===== config.mk =====
export PLATFORM = sky130hd
export DESIGN_NAME = morse_receiver
export DESIGN_NICKNAME = d
export VERILOG_FILES = /design/src/rtl/morse_pkg.sv /design/src/rtl/morse_letter_lut.sv /design/src/rtl/morse_receiver.sv
export SDC_FILE = /design/constraint.sdc
export NUM_CORES = 1
export LEC_CHECK = 0
export ABC_AREA = 1
export ABC_CLOCK_PERIOD_IN_PS = 3000
export BUFFER_PORTS_ARGS = -buffer_cell sky130_fd_sc_hd__buf_4
export CORE_MARGIN = 3
export CORE_UTILIZATION = 59
export CTS_BUF_LIST = sky130_fd_sc_hd__clkbuf_8
export DETAILED_ROUTE_END_ITERATION = 16
export GPL_ROUTABILITY_DRIVEN = 0
export MAX_ROUTING_LAYER = met4
export PLACE_DENSITY = 0.84
export REMOVE_ABC_BUFFERS = 1
export SETUP_SLACK_MARGIN = 0.1
export SYNTH_ARGS = -nofsm -noshare
export SYNTH_HDL_FRONTEND = slang
export SYNTH_SLANG_ARGS = --single-unit
export TNS_END_PERCENT = 5

===== constraint.sdc =====
create_clock -name clk -period 3 [get_ports clk]
set_input_delay 0.45 -clock clk [delete_from_list [all_inputs] [get_ports clk]]
set_output_delay 0.45 -clock clk [all_outputs]
set_load 0.1 [all_outputs]

===== src/rtl/morse_pkg.sv =====
// Shared types and constants for the Morse receive path.
// Used by the receiver FSM and the letter lookup table.
package morse_pkg;

    typedef enum logic [1:0] {
        IDLE  = 2'd0,
        MARK  = 2'd1,
        SPACE = 2'd2,
        EMIT  = 2'd3
    } state_t;

    localparam int         MAX_ELEMS      = 4;
    localparam logic [4:0] LETTER_INVALID = 5'd31;
    localparam logic       DOT            = 1'b0;
    localparam logic       DASH           = 1'b1;

endpackage


===== src/rtl/morse_letter_lut.sv =====
// Combinational Morse pattern to A-Z index table.
// Element 0 sits in bit 0; 1 = dash. Unmapped patterns give 31.
module morse_letter_lut
    import morse_pkg::*;
(
    input  logic [2:0] sym_len,
    input  logic [3:0] sym_bits,
    output logic [4:0] letter
);

    logic [3:0] masked;

    // Drop bits beyond the element count before matching
    always_comb begin
        masked = 4'd0;
        case (sym_len)
            3'd1:    masked = {3'b000, sym_bits[0]};
            3'd2:    masked = {2'b00, sym_bits[1:0]};
            3'd3:    masked = {1'b0, sym_bits[2:0]};
            3'd4:    masked = sym_bits;
            default: masked = 4'd0;
        endcase
    end

    // International alphabet, keyed on length and pattern
    always_comb begin
        letter = LETTER_INVALID;
        case ({sym_len, masked})
            {3'd1, 4'd0}:  letter = 5'd4;
            {3'd1, 4'd1}:  letter = 5'd19;
            {3'd2, 4'd2}:  letter = 5'd0;
            {3'd2, 4'd0}:  letter = 5'd8;
            {3'd2, 4'd3}:  letter = 5'd12;
            {3'd2, 4'd1}:  letter = 5'd13;
            {3'd3, 4'd1}:  letter = 5'd3;
            {3'd3, 4'd3}:  letter = 5'd6;
            {3'd3, 4'd5}:  letter = 5'd10;
            {3'd3, 4'd7}:  letter = 5'd14;
            {3'd3, 4'd2}:  letter = 5'd17;
            {3'd3, 4'd0}:  letter = 5'd18;
            {3'd3, 4'd4}:  letter = 5'd20;
            {3'd3, 4'd6}:  letter = 5'd22;
            {3'd4, 4'd1}:  letter = 5'd1;
            {3'd4, 4'd5}:  letter = 5'd2;
            {3'd4, 4'd4}:  letter = 5'd5;
            {3'd4, 4'd0}:  letter = 5'd7;
            {3'd4, 4'd14}: letter = 5'd9;
            {3'd4, 4'd2}:  letter = 5'd11;
            {3'd4, 4'd6}:  letter = 5'd15;
            {3'd4, 4'd11}: letter = 5'd16;
            {3'd4, 4'd8}:  letter = 5'd21;
            {3'd4, 4'd9}:  letter = 5'd23;
            {3'd4, 4'd13}: letter = 5'd24;
            {3'd4, 4'd3}:  letter = 5'd25;
            default:       letter = LETTER_INVALID;
        endcase
    end

endmodule


===== src/rtl/morse_receiver.sv =====
// Morse receiver: times marks/spaces on tick, assembles elements,
// and emits a decoded letter as a one-cycle valid pulse.
module morse_receiver
    import morse_pkg::*;
#(
    parameter int CNT_W      = 4,
    parameter int DOT_MAX    = 2,
    parameter int LETTER_GAP = 3
) (
    input  logic       clk,
    input  logic       reset,
    input  logic       tick,
    input  logic       key_in,
    output logic       letter_valid,
    output logic [4:0] letter,
    output logic [2:0] sym_len,
    output logic [3:0] sym_bits,
    output logic       err
);

    localparam logic [CNT_W-1:0] CNT_MAX = '1;
    localparam logic [CNT_W-1:0] CNT_ONE = CNT_W'(1);
    localparam logic [CNT_W-1:0] GAP     = CNT_W'(LETTER_GAP);

    state_t           state_q, state_d;
    logic [CNT_W-1:0] cnt_q, cnt_d, cnt_inc;
    logic [3:0]       bits_q, bits_d;
    logic [2:0]       ecnt_q, ecnt_d;
    logic             ovf_q, ovf_d;
    logic             elem;
    logic [4:0]       lut_letter;

    assign cnt_inc = (cnt_q == CNT_MAX) ? cnt_q : cnt_q + CNT_ONE;
    assign elem    = (32'(cnt_q) > DOT_MAX) ? DASH : DOT;

    morse_letter_lut u_lut (
        .sym_len  (ecnt_q),
        .sym_bits (bits_q),
        .letter   (lut_letter)
    );

    // Next-state, duration counter and element accumulator
    always_comb begin
        state_d = state_q;
        cnt_d   = cnt_q;
        bits_d  = bits_q;
        ecnt_d  = ecnt_q;
        ovf_d   = ovf_q;
        case (state_q)
            IDLE: begin
                if (tick && key_in) begin
                    state_d = MARK;
                    cnt_d   = CNT_ONE;
                end
            end
            MARK: begin
                if (tick) begin
                    if (key_in) begin
                        cnt_d = cnt_inc;
                    end else begin
                        if (ecnt_q < 3'(MAX_ELEMS)) begin
                            bits_d[ecnt_q[1:0]] = elem;
                            ecnt_d = ecnt_q + 3'd1;
                        end else begin
                            ovf_d = 1'b1;
                        end
                        state_d = SPACE;
                        cnt_d   = CNT_ONE;
                    end
                end
            end
            SPACE: begin
                if (tick) begin
                    if (key_in) begin
                        state_d = MARK;
                        cnt_d   = CNT_ONE;
                    end else begin
                        cnt_d = cnt_inc;
                        if (cnt_inc == GAP) begin
                            state_d = EMIT;
                        end
                    end
                end
            end
            EMIT: begin
                bits_d  = 4'd0;
                ecnt_d  = 3'd0;
                ovf_d   = 1'b0;
                cnt_d   = '0;
                state_d = IDLE;
                if (tick && key_in) begin
                    state_d = MARK;
                    cnt_d   = CNT_ONE;
                end
            end
            default: begin
                state_d = IDLE;
                cnt_d   = '0;
                bits_d  = 4'd0;
                ecnt_d  = 3'd0;
                ovf_d   = 1'b0;
            end
        endcase
    end

    // FSM state and accumulator registers
    always_ff @(posedge clk) begin
        if (reset) begin
            state_q <= IDLE;
            cnt_q   <= '0;
            bits_q  <= 4'd0;
            ecnt_q  <= 3'd0;
            ovf_q   <= 1'b0;
        end else begin
            state_q <= state_d;
            cnt_q   <= cnt_d;
            bits_q  <= bits_d;
            ecnt_q  <= ecnt_d;
            ovf_q   <= ovf_d;
        end
    end

    // Output registers load on entry to EMIT and hold afterwards
    always_ff @(posedge clk) begin
        if (reset) begin
            letter_valid <= 1'b0;
            letter       <= LETTER_INVALID;
            sym_len      <= 3'd0;
            sym_bits     <= 4'd0;
            err          <= 1'b0;
        end else begin
            letter_valid <= (state_d == EMIT);
            if (state_d == EMIT) begin
                letter   <= lut_letter;
                sym_len  <= ecnt_q;
                sym_bits <= bits_q;
                err      <= ovf_q || (lut_letter == LETTER_INVALID);
            end
        end
    end

endmodule


==> key figures <==
Run status
  – Outcome: finished, final reports clean

STA
  – Hold Fails Final Rpt: 0
  – Slew Limit Fails: 0
  – Final setup TNS: 0 ps
  – Fmax: roughly 0.38 GHz
  – Skew final: 2.01 ps
  – Post-layout min period: ~2600 ps
  – Worst slew pin tran: ~560 ps
  – Relative slew slack: between 60% and 70%
  – RSZ-0062 raised after global routing: false
  – Fin crit share: between 80% and 90%
  – Final setup viols: 0

Clock network
  – Worst-skew pair later-pin latency: ~270 ps
  – CTS Buf Count: 3
  – CTS clk-pin slew, worst paths: 90 ps
  – Clock sinks: 28
  – CTS H-tree depth: 1
  – Bufs on Longest Clock Path: 2
  – CTS tree: built
  – Root Buffer Master: clkbuf_8

Critical path
  – Crit path cell chain: inv_1, ha_1, o21ai_0, nand2_2, nand2_2, inv_1, ha_1, inv_1, nand2_1, a21oi_1, o21ai_0, nand2_1, nand2_1, nor2_1, nand3_1, a21oi_1
  – Largest stage delay on the critical path: 410 ps
  – Crit end category: flip-flop
  – Max FO, Critical Path: 7
  – WS Path Type: reg2reg
  – Arrival time worst endpoint: between 2000 and 3000 ps
  – Startpoint class of the critical path: flip-flop
  – Worst EP required: 3200 ps
  – Max stage delay cell, worst path: dfxtp_1

Power and ir drop
  – Sw frac: just under 30%
  – Seq pwr share: 46.0%
  – NetSw: 0.259 mW
  – Max VDD drop: a little over 0.0004 V
  – Clock share of power: 33.2%
  – Pint: between 0.6 and 0.7 mW
  – Logic pwr share: between 20% and 30%
  – Tot Pwr: about 0.87 mW
  – LEAKAGE: between 1 and 1.5 nW
  – Power Density: around 430 nW/µm²

Synth
  – Synth Instances: about 280
  – Register area share after synthesis: between 30% and 40%
  – Number of synthesis warnings: 0
  – Top cell type's share of synthesized area: 30.9%
  – Ys flop type: dfxtp_1
  – Seq cells post-synth: 28
  – Synth Area per Inst: 6.47 µm²
  – Synth area leaders: dfxtp_1 (31%), nand2_1 (15%), ha_1 (9.6%)
  – Post-Syn Area: around 1800 µm²
  – Asr flop ratio synth: 0%
  – Synth cell types: 26
  – EDFF count, synth: 0
  – Largest area contributor in the netlist: dfxtp_1

GRT
  – First-pass GRT wire length: between 6000 and 7000 µm
  – Vias in the first global route: roughly 1,600
  – Initial antenna violation count: 0
  – Remaining Overflow, GRT: 0
  – Largest net degree at the start of global routing: 17
  – Gr usage total: between 20% and 30%

Floorplan
  – Core Region: around 2900 µm²
  – Initial Util: around 64%
  – Chip width: 61.5 µm
  – Die Area: ~3800 µm²
  – IO Pins: 18
  – # rows: 19
  – Die height: about 61 µm

Cells and area
  – Final Cell Area: between 2000 and 2500 µm²
  – Filler cells: 241
  – Diodes inserted: 0
  – Layout cells sized above 1: a little under an eighth
  – Final Net Count: 319
  – Sequential cell area: 562 µm²
  – Multi-input logic area: approximately 1100 µm²
  – Area grow syn2layout: 12.7%
  – Final Core Density: a little under three quarters

Route
  – DRC violations left: 0
  – ANT nets after route: 0
  – DR vias/cell: between 5 and 6
  – TritonRoute pass-1 iters: 4
  – DR iter-0 viols: between 90 and 100
  – Routed vias: between 1,500 and 2,000
  – Aggregate routed wire length: 3870 µm
  – Wirelength per Cell: about 12 µm

Job
  – Maxcap violations: 0

Hold path
  – Hold/Removal Path Class: in2reg

Placed design
  – I/O Buffers: 17
  – DP Wirelength: between 3000 and 4000 µm
  – Placed cell areas: between 1500 and 2000 µm²
[repair_timing]
action,4_1_cts,5_1_grt
setup buffers,0,2
endpoints found under the setup margin,0,2
gates resized for setup,0,3
hold buffers,0,0
[cells in the mapped netlist, types with 3 or more instances]
master and instances:
nand2_1 73, inv_1 39, dfxtp_1 28, o21ai_0 28, nor2_1 27, a21oi_1 22
nand3_1 16, ha_1 14, nand2_2 5, nor3_1 4, nand4_1 3, o22ai_1 3
o311a_1 3
[kinds of logic after synthesis]
family / share of synthesized area, %
buf+inv: 10.7
compound gates: 19.4
fa+ha+maj: 9.64
simple gates: 28.9
flops: 30.9
xor+xnor: 0.482
[flip-flops by register name, indices dropped and copies added (netlist names)]
signal,flops
letter,5
bits_q,4
cnt_q,4
sym_bits,4
ecnt_q,3
sym_len,3
state_q,2
err,1
letter_valid,1
ovf_q,1
[layer usage]
layer | wire (µm) | up-vias | GRT usage, %
met1 | 1870 | 806 | 30.7
li1 | - | 958 | -
met5 | 0 | - | -
met4 | 18 | 0 | 4.24
met3 | 164 | 2 | 3.35
met2 | 1820 | 38 | 38.0
[stage by stage]
| stage | setup slack, ps | hold WS, ps | instances |
|---|---|---|---|
| detailed placement | 282 | 454 | 325 |
| global route | 167 | 462 | 331 |
| CTS | 219 | 452 | 329 |
| floorplan | 546 | 435 | 276 |
| global placement | 377 | 448 | 325 |
| finish | 393 | 457 | 331 |
[critical path, delay by kind of cell (launching register included)]
kind / cells / cell delay, ps
and+or+nand+nor: 7 / 650
adders and majority gates: 2 / 590
AOI/OAI and AO/OA: 4 / 570
DFF: 1 / 410
buffers and inverters: 3 / 330
[layout by cell type, fill, tap and decap left out, types with 2 or more instances in the layout]
master and instances:
nand2_1 72, inv_1 39, o21ai_0 28, nor2_1 27, dfxtp_1 27, a21oi_1 22, buf_4 20, nand3_1 16
ha_1 14, nand2_2 6, nor3_1 4, o311a_1 3, nand4_1 3, o22ai_1 3, clkbuf_8 3, inv_2 2
[power by group through the flow]
stage               registers, mW  logic, mW  clock network (mW)
floorplan                   0.467     0.0789                   0
global placement            0.409      0.176                   0
detailed placement          0.409      0.178                   0
CTS                         0.400      0.178               0.294
global route                0.404      0.199               0.306
finish                      0.401      0.181               0.289
[area by class of cell]
type	count	area share, %
clock buffers	3	2.02
clock inverters	1	1.47
inverters	42	7.88
multi-input cells	206	52.0
flip-flops and latches	28	27.4
well taps	31	1.89
repair buffers	20	7.33
[final timing paths]
path / depth (start not counted) / start / end / slack, ps
max: 16 / ecnt_q[0]$_SDFFE_PP0P_ / err$_SDFFE_PP0P_ / 390
min: 2 / reset / state_q[0]$_SDFF_PP0_ / 460
max reg2reg: 16 / ecnt_q[0]$_SDFFE_PP0P_ / err$_SDFFE_PP0P_ / 390
min reg2reg: 1 / ovf_q$_SDFFE_PP0P_ / ovf_q$_SDFFE_PP0P_ / 480
Power figures use the tool's default switching activity.
